$ cat src/rtl/mem_access_ctrl_pkg.sv
// -----------------------------------------------------------------------------
// mem_access_ctrl_pkg
// Shared encodings for the MEM-stage data memory access controller:
//   - access size codes (req_size)
//   - load data extender op codes (ext_op)
//   - controller FSM state encoding
// -----------------------------------------------------------------------------
package mem_access_ctrl_pkg;

  // Access size codes; code 3 is illegal and handled as a word access.
  localparam logic [1:0] SZ_BYTE = 2'd0;
  localparam logic [1:0] SZ_HALF = 2'd1;
  localparam logic [1:0] SZ_WORD = 2'd2;

  // Downstream load data extender operations.
  typedef enum logic [2:0] {
    EXT_W  = 3'd0,
    EXT_BU = 3'd1,
    EXT_B  = 3'd2,
    EXT_HU = 3'd3,
    EXT_H  = 3'd4
  } ext_op_t;

  // Controller FSM states.
  typedef enum logic [1:0] {
    IDLE = 2'd0,
    BUSY = 2'd1,
    DONE = 2'd2
  } state_t;

endpackage : mem_access_ctrl_pkg

$ cat src/rtl/mem_lane_gen.sv
// -----------------------------------------------------------------------------
// mem_lane_gen
// Purely combinational byte-lane logic for one load/store request.
// Ports:
//   size       in  2   access size code (SZ_*), 3 treated as word
//   offset     in  2   byte offset within the word (addr[1:0])
//   is_signed  in  1   sign-extending load
//   we         in  1   1 = store, 0 = load
//   wdata      in  32  right-aligned store data
//   be         out 4   byte enables (same for loads and stores)
//   wdata_rep  out 32  store data replicated across the selected lanes
//   ext_op     out 3   extender op for a load, EXT_W for a store
//   misaligned out 1   half at odd address or word not on a word boundary
// -----------------------------------------------------------------------------
module mem_lane_gen
  import mem_access_ctrl_pkg::*;
(
  input  logic [1:0]  size,
  input  logic [1:0]  offset,
  input  logic        is_signed,
  input  logic        we,
  input  logic [31:0] wdata,
  output logic [3:0]  be,
  output logic [31:0] wdata_rep,
  output ext_op_t     ext_op,
  output logic        misaligned
);

  // NOTE: every output gets a default before the case so no path leaves
  // a signal unassigned, which would otherwise infer a latch.
  always_comb begin
    be         = 4'b1111;
    wdata_rep  = wdata;
    ext_op     = EXT_W;
    misaligned = 1'b0;
    case (size)
      SZ_BYTE: begin
        be        = 4'b0001 << offset;
        wdata_rep = {4{wdata[7:0]}};
        ext_op    = is_signed ? EXT_B : EXT_BU;
      end
      SZ_HALF: begin
        be         = offset[1] ? 4'b1100 : 4'b0011;
        wdata_rep  = {2{wdata[15:0]}};
        ext_op     = is_signed ? EXT_H : EXT_HU;
        misaligned = offset[0];
      end
      default: begin
        // SZ_WORD and the illegal code 3 both behave as a word access.
        misaligned = (offset != 2'b00);
      end
    endcase
    // The extender is irrelevant for stores; keep its op neutral.
    if (we) begin
      ext_op = EXT_W;
    end
  end

endmodule : mem_lane_gen

$ cat src/rtl/mem_access_ctrl.sv
// -----------------------------------------------------------------------------
// mem_access_ctrl
// Sequences MEM-stage loads/stores onto a variable-latency data memory port,
// stalls the pipeline while an access is in flight, latches the raw read word
// and the extender configuration, and filters misaligned accesses.
//
// Optional feature macro: MEM_TIMEOUT_EN
//   When defined, a BUSY access that sees no mem_ready for TIMEOUT_CYCLES
//   cycles is aborted; the response carries bus_err=1 and rdata_raw=0.
//
// Ports:
//   clk, reset             clock and synchronous active-high reset
//   req_valid/we/size/signed/addr/wdata   request from the MEM stage
//   stall                  freeze IF..MEM (combinational accept in IDLE)
//   resp_valid             one-cycle completion pulse
//   rdata_raw              latched read word for the extender
//   ext_op, ext_offset     extender op and byte offset (latched on loads)
//   adel, ades             load / store address error
//   bus_err                timeout abort flag (MEM_TIMEOUT_EN only)
//   mem_req/we/be/addr/wdata   memory request, held until mem_ready
//   mem_ready, mem_rdata   memory completion and read data
// -----------------------------------------------------------------------------
module mem_access_ctrl
  import mem_access_ctrl_pkg::*;
#(
  parameter int ADDR_W         = 32,
  parameter int TIMEOUT_CYCLES = 255
) (
  input  logic              clk,
  input  logic              reset,
  input  logic              req_valid,
  input  logic              req_we,
  input  logic [1:0]        req_size,
  input  logic              req_signed,
  input  logic [ADDR_W-1:0] req_addr,
  input  logic [31:0]       req_wdata,
  output logic              stall,
  output logic              resp_valid,
  output logic [31:0]       rdata_raw,
  output logic [2:0]        ext_op,
  output logic [1:0]        ext_offset,
  output logic              adel,
  output logic              ades,
`ifdef MEM_TIMEOUT_EN
  output logic              bus_err,
`endif
  output logic              mem_req,
  output logic              mem_we,
  output logic [3:0]        mem_be,
  output logic [ADDR_W-1:0] mem_addr,
  output logic [31:0]       mem_wdata,
  input  logic              mem_ready,
  input  logic [31:0]       mem_rdata
);

  if (TIMEOUT_CYCLES < 1) begin : g_timeout_range
    $error("TIMEOUT_CYCLES must be at least 1");
  end

  state_t      state;
  logic        is_load;   // the in-flight access is a load

  logic [3:0]  lane_be;
  logic [31:0] lane_wdata;
  ext_op_t     lane_ext_op;
  logic        lane_misaligned;
  logic        is_idle;
  logic        accept;

  mem_lane_gen u_lane (
    .size       (req_size),
    .offset     (req_addr[1:0]),
    .is_signed  (req_signed),
    .we         (req_we),
    .wdata      (req_wdata),
    .be         (lane_be),
    .wdata_rep  (lane_wdata),
    .ext_op     (lane_ext_op),
    .misaligned (lane_misaligned)
  );

  // Requests are only examined in IDLE; in DONE the pipeline is advancing
  // past the completed instruction, so its still-visible req_valid is ignored.
  assign is_idle = (state == IDLE);
  assign accept  = is_idle & req_valid & ~lane_misaligned;
  assign adel    = is_idle & req_valid & ~req_we & lane_misaligned;
  assign ades    = is_idle & req_valid &  req_we & lane_misaligned;

  // Stall must rise in the accept cycle itself, before the state register
  // has moved, so the instruction in MEM is held for the whole access.
  assign stall      = accept | (state == BUSY);
  assign mem_req    = (state == BUSY);
  assign resp_valid = (state == DONE);

`ifdef MEM_TIMEOUT_EN
  localparam int CNT_W = $clog2(TIMEOUT_CYCLES + 1);
  logic [CNT_W-1:0] busy_cnt;
`endif

  // NOTE: sequential state uses non-blocking assignments only, so every
  // register samples the pre-edge values regardless of statement order.
  // NOTE: reset clears every register, including the data latches, so the
  // extender and the memory port never see stale contents after reset.
  always_ff @(posedge clk) begin
    if (reset) begin
      state      <= IDLE;
      is_load    <= 1'b0;
      mem_we     <= 1'b0;
      mem_be     <= 4'b0000;
      mem_addr   <= '0;
      mem_wdata  <= 32'h0;
      rdata_raw  <= 32'h0;
      ext_op     <= EXT_W;
      ext_offset <= 2'b00;
`ifdef MEM_TIMEOUT_EN
      busy_cnt   <= '0;
      bus_err    <= 1'b0;
`endif
    end else begin
      case (state)
        IDLE: begin
`ifdef MEM_TIMEOUT_EN
          busy_cnt <= '0;
          bus_err  <= 1'b0;
`endif
          if (accept) begin
            state     <= BUSY;
            is_load   <= ~req_we;
            mem_we    <= req_we;
            mem_be    <= lane_be;
            mem_addr  <= {req_addr[ADDR_W-1:2], 2'b00};
            mem_wdata <= lane_wdata;
            // The extender configuration belongs to the most recent load;
            // stores leave it untouched.
            if (!req_we) begin
              ext_op     <= lane_ext_op;
              ext_offset <= req_addr[1:0];
            end
          end
        end

        BUSY: begin
          if (mem_ready) begin
            state <= DONE;
            if (is_load) begin
              rdata_raw <= mem_rdata;
            end
          end
`ifdef MEM_TIMEOUT_EN
          // busy_cnt holds the number of BUSY cycles already elapsed, so
          // this is the TIMEOUT_CYCLES-th cycle without a response.
          else if (busy_cnt == CNT_W'(TIMEOUT_CYCLES - 1)) begin
            state     <= DONE;
            bus_err   <= 1'b1;
            rdata_raw <= 32'h0;
          end else begin
            busy_cnt <= busy_cnt + 1'b1;
          end
`endif
        end

        DONE: begin
          state <= IDLE;
`ifdef MEM_TIMEOUT_EN
          bus_err <= 1'b0;
`endif
        end

        default: begin
          state <= IDLE;
        end
      endcase
    end
  end

endmodule : mem_access_ctrl
$ cat config.mk
export PLATFORM = sky130hd
export DESIGN_NAME = mem_access_ctrl
export DESIGN_NICKNAME = d
export VERILOG_FILES = /design/src/rtl/mem_access_ctrl_pkg.sv /design/src/rtl/mem_lane_gen.sv /design/src/rtl/mem_access_ctrl.sv
export SDC_FILE = /design/constraint.sdc
export NUM_CORES = 1
export LEC_CHECK = 0
export BUFFER_PORTS_ARGS = -buffer_cell sky130_fd_sc_hd__buf_2
export CORE_ASPECT_RATIO = 1.25
export CORE_MARGIN = 3
export CORE_UTILIZATION = 32
export CTS_BUF_LIST = sky130_fd_sc_hd__clkbuf_4
export DETAILED_ROUTE_END_ITERATION = 12
export SETUP_SLACK_MARGIN = 0.15
export SLEW_MARGIN = 20
export SYNTH_ARGS = -nofsm -noshare
export SYNTH_HDL_FRONTEND = slang
export SYNTH_SLANG_ARGS = --single-unit
$ cat constraint.sdc
create_clock -name clk -period 1.94 [get_ports clk]
set_clock_uncertainty 0.1 [all_clocks]
set_input_delay 0.388 -clock clk [delete_from_list [all_inputs] [get_ports clk]]
set_output_delay 0.388 -clock clk [all_outputs]
set_load 0.05 [all_outputs]
==> impl_summary.txt <==
----------------------------------------------------
[Status]
  Run status ... complete, but fails checks
  Violated checks ... setup timing

[Finish]
  Fraction of layout cells with a size suffix above 1 ... about two fifths
  Footprint of the multi-input gates ... ~2300 um^2
  Fillers ... approximately 1400
  Number of nets in the layout ... roughly 830
  Final cell count without fillers ... between 900 and 1000
  Synth-to-layout area growth ... 34.44%
  Area taken by flip-flops and latches ... about 2100 um^2

[Route]
  Initial DRC Count ... ~310
  Detailed-route wire length per cell ... around 17 um
  Via count of the routed design ... 4836
  Initial DRT Pass Iterations ... 4
  Vias per std cell ... roughly 5.3
  DRC errors left ... 0
  DRT antenna net count ... 0
  Post-detailed-routing wire length ... ~16000 um

[Synth]
  Syn avg cell area ... around 8.5 um^2
  Fraction of the yosys area taken by sequential cells ... between 40% and 50%
  Cell count after synthesis ... 540
  Most common flop cell mapped by yosys ... sky130_fd_sc_hd__dfxtp_1
  Register bit total from synthesis ... ~110
  Cell type with the highest aggregate area in the netlist ... sky130_fd_sc_hd__dfxtp_1
  Parity-gate share of the synthesized area counting xor and xnor cells ... 0.1903%
  Compound-cell area share of the yosys netlist ... 24.19%
  Top post-synthesis cells by area ... sky130_fd_sc_hd__dfxtp_1 47%, sky130_fd_sc_hd__a21oi_1 8.5%, sky130_fd_sc_hd__nand2_1 7.3%, sky130_fd_sc_hd__o31ai_1 7.0%, sky130_fd_sc_hd__nand4_1 5.7%
  Number of enable-type register cells in the synthesized netlist ... 0
  Async set or reset register ratio after synthesis ... 0%
  Count of yosys warnings during synthesis ... 0
  Synth Cell Area ... approximately 4600 um^2
  Basic-gate share of the synthesized area counting and, or, nand and nor cells ... 17.50%
  Area share of the leading cell type in the synthesized netlist ... between 40% and 50%
  Combinational family with the most area after synthesis ... compound AO/OA/AOI/OAI gates
  Multiplexer share of the synthesized area ... under 10%
  Adder-cell area share of the yosys netlist ... 0%
  Count of cell types in the netlist ... 42

[Placement]
  Dpl cells ... approximately 900
  Port Buf Inserts ... between 200 and 250
  Placer congestion estimate ... about 0.8
  Dpl hpwl ... between 10000 and 15000 um

[Setup path]
  CP endpoint kind ... output pin
  Master of the slowest instance on the critical path ... sky130_fd_sc_hd__or3b_4
  Register-to-register setup slack ... roughly 200 ps
  Cell Chain, Critical Path ... or3b_4 > nor4b_4 > buf_6
  Data arrival time of the critical path ... ~1700 ps
  Worst stage delay on the critical path ... 450 ps
  Max FO, Critical Path ... 4
  Worst setup path category ... register to output pin
  Worst Setup Start Kind ... register
  Required time of the critical path ... between 1000 and 1500 ps

[Floorplan]
  Overall die area ... ~16000 um^2
  Height of the die ... between 100 and 150 um
  Top-level port count ... approximately 220
  Core Rows ... 48
  Core area ... about 14000 um^2
  Die X ... between 100 and 150 um
  Initial core utilization ... roughly a third

[Clock network]
  Clock tree from TritonCTS ... built
  Total number of H-tree levels ... 3
  Worst skew pair latency ... ~430 ps
  Clk Tree Root Cell ... sky130_fd_sc_hd__clkbuf_4
  Maximum clock path buffer count ... 2
  Sink count of the clock tree ... 107
  Number of buffers inserted during clock tree synthesis ... 9
  Clock Pin Slew Worst Setup and Hold Paths ... around 150 ps
  Post-CTS Hold Buffers ... 0

[STA]
  Count of endpoints failing hold in the final timing report ... 0
  Worst-case setup margin in the final layout ... -207.3 ps
  Total negative slack ... -392.0 ps
  Post-layout minimum cycle time ... roughly 2100 ps
  Worst Max-Slew Pin Slew ... slightly above 600 ps
  Fin. max-slew vios ... 0
  Post-route clock period utilization ... 110.7%
  Setup violators final ... 3
  Max Clk Rate ... about 470 MHz
  Headroom to the max-slew limit ... around three fifths
  Worst hold slack ... about 73 ps
  Unrepaired setup endpoints after global routing ... yes

[Power]
  IR drop worst, VDD ... 313.6 uV
  Power Dens Cells ... ~750 nW/um^2
  Leakage power ... roughly 2.7 nW

[Min path]
  HP Class ... input port to register

[Global routing]
  Congestion Overflow GR ... 0
  Initial antenna violation count ... 1
  Via count of the first global-routing pass ... between 4000 and 5000
  Routing usage on met2 ... 32.83%
  All-layer global routing usage ... approximately a fifth
  Highest-utilization routing layer at the global route stage ... met2
  GR Util met3 ... approximately 3.4%
  Global-route wire length before repair ... approximately 24000 um
  Maximum number of pins on one net before global-route repair ... between 60 and 70
  Met1 demand-to-capacity share in global routing ... approximately a quarter

[Flow run]
  Max-cap viol count ... 0

----------------------------------------------------
[repair_timing]
item	4_1_cts	5_1_grt
setup endpoints to repair	29	28
resized for setup	17	7
pin swaps	3	1
buffers inserted	0	0
[cell families after synthesis]
family          after synthesis
mux                          24
simple gates                162
buf+inv                      69
other cells                   1
xor+xnor                      1
flops                       107
compound gates              176
[per-stage QoR]
step | cell area, um^2 | utilization [%] | total power [W] | worst slack [ps]
5_1_grt | 6188 | 44.41 | 0.004821 | -306.7
3_5_place_dp | 5984 | 42.95 | 0.003539 | -162.8
6_report | 6188 | 44.41 | 0.004613 | -207.3
2_1_floorplan | 4668 | - | 0.003150 | -218.5
3_3_place_gp | 5984 | 42.95 | 0.003517 | -173.4
4_1_cts | 6161 | 44.22 | 0.004672 | -271.5
[per-layer routing]
layer,part of all wire (%),up-vias
met3,6.2,14
li1,-,2355
met4,1.3,0
met2,50,195
met1,42,2272
met5,0,-
[critical path, delay by kind of cell, from the launching register on]
kind,cells,cell delay (ps)
simple gates,2,700
flops,1,340
buf+inv,1,190
[path summary, 6_finish.rpt]
path,cells past startpoint,to,from
setup / recovery,3,ades,state[0]
hold / removal,3,rdata_raw[27],mem_rdata[27]
setup reg to reg,5,mem_be[3],state[0]
hold reg to reg,2,rdata_raw[6],rdata_raw[6]
[flip-flops by register name, indices dropped and copies added, names as in the netlist]
name	count
mem_addr	30
state	2
ext_offset	2
ext_op	3
mem_we	1
mem_wdata	32
rdata_raw	32
mem_be	4
is_load	1
[cell usage in the layout (no fill, tap or decap), types with 8 or more instances in the layout]
master	count
sky130_fd_sc_hd__buf_2	206
sky130_fd_sc_hd__dfxtp_1	105
sky130_fd_sc_hd__nand2_1	88
sky130_fd_sc_hd__a21oi_1	77
sky130_fd_sc_hd__o31ai_1	43
sky130_fd_sc_hd__nand4_1	42
sky130_fd_sc_hd__buf_4	25
sky130_fd_sc_hd__a31oi_1	20
sky130_fd_sc_hd__mux2i_1	16
sky130_fd_sc_hd__clkbuf_4	11
sky130_fd_sc_hd__nand2b_1	10
sky130_fd_sc_hd__a211oi_1	10
sky130_fd_sc_hd__a311oi_1	10
sky130_fd_sc_hd__mux2_2	8
sky130_fd_sc_hd__o211ai_1	8
[final cells by class]
cell class	count	share of cell area [%]
diodes	1	0.04044
multi-input cells	365	36.88
repair buffers	243	22.71
flip-flops and latches	107	34.65
clock inverters	3	0.6672
clock buffers	11	1.334
inverters	3	0.1820
well taps	175	3.538
[synthesized netlist by cell type, drive strengths merged, types with 2 or more instances]
cell type  instances
dfxtp            107
nand2             89
a21oi             78
clkbuf            50
o31ai             43
nand4             42
a31oi             20
buf               16
mux2i             16
nand2b            11
a211oi            10
a311oi            10
mux2               8
o211ai             8
nor2               3
o21ai              3
inv                2
nor3               2
nor4b              2
[report_power, final]
group	internal, W	switching, W
registers	0.00230	0.0000549
clock network	0.000407	0.000691
logic	0.000364	0.000799
total	0.00307	0.00155
(Power assumes the default switching activity.)
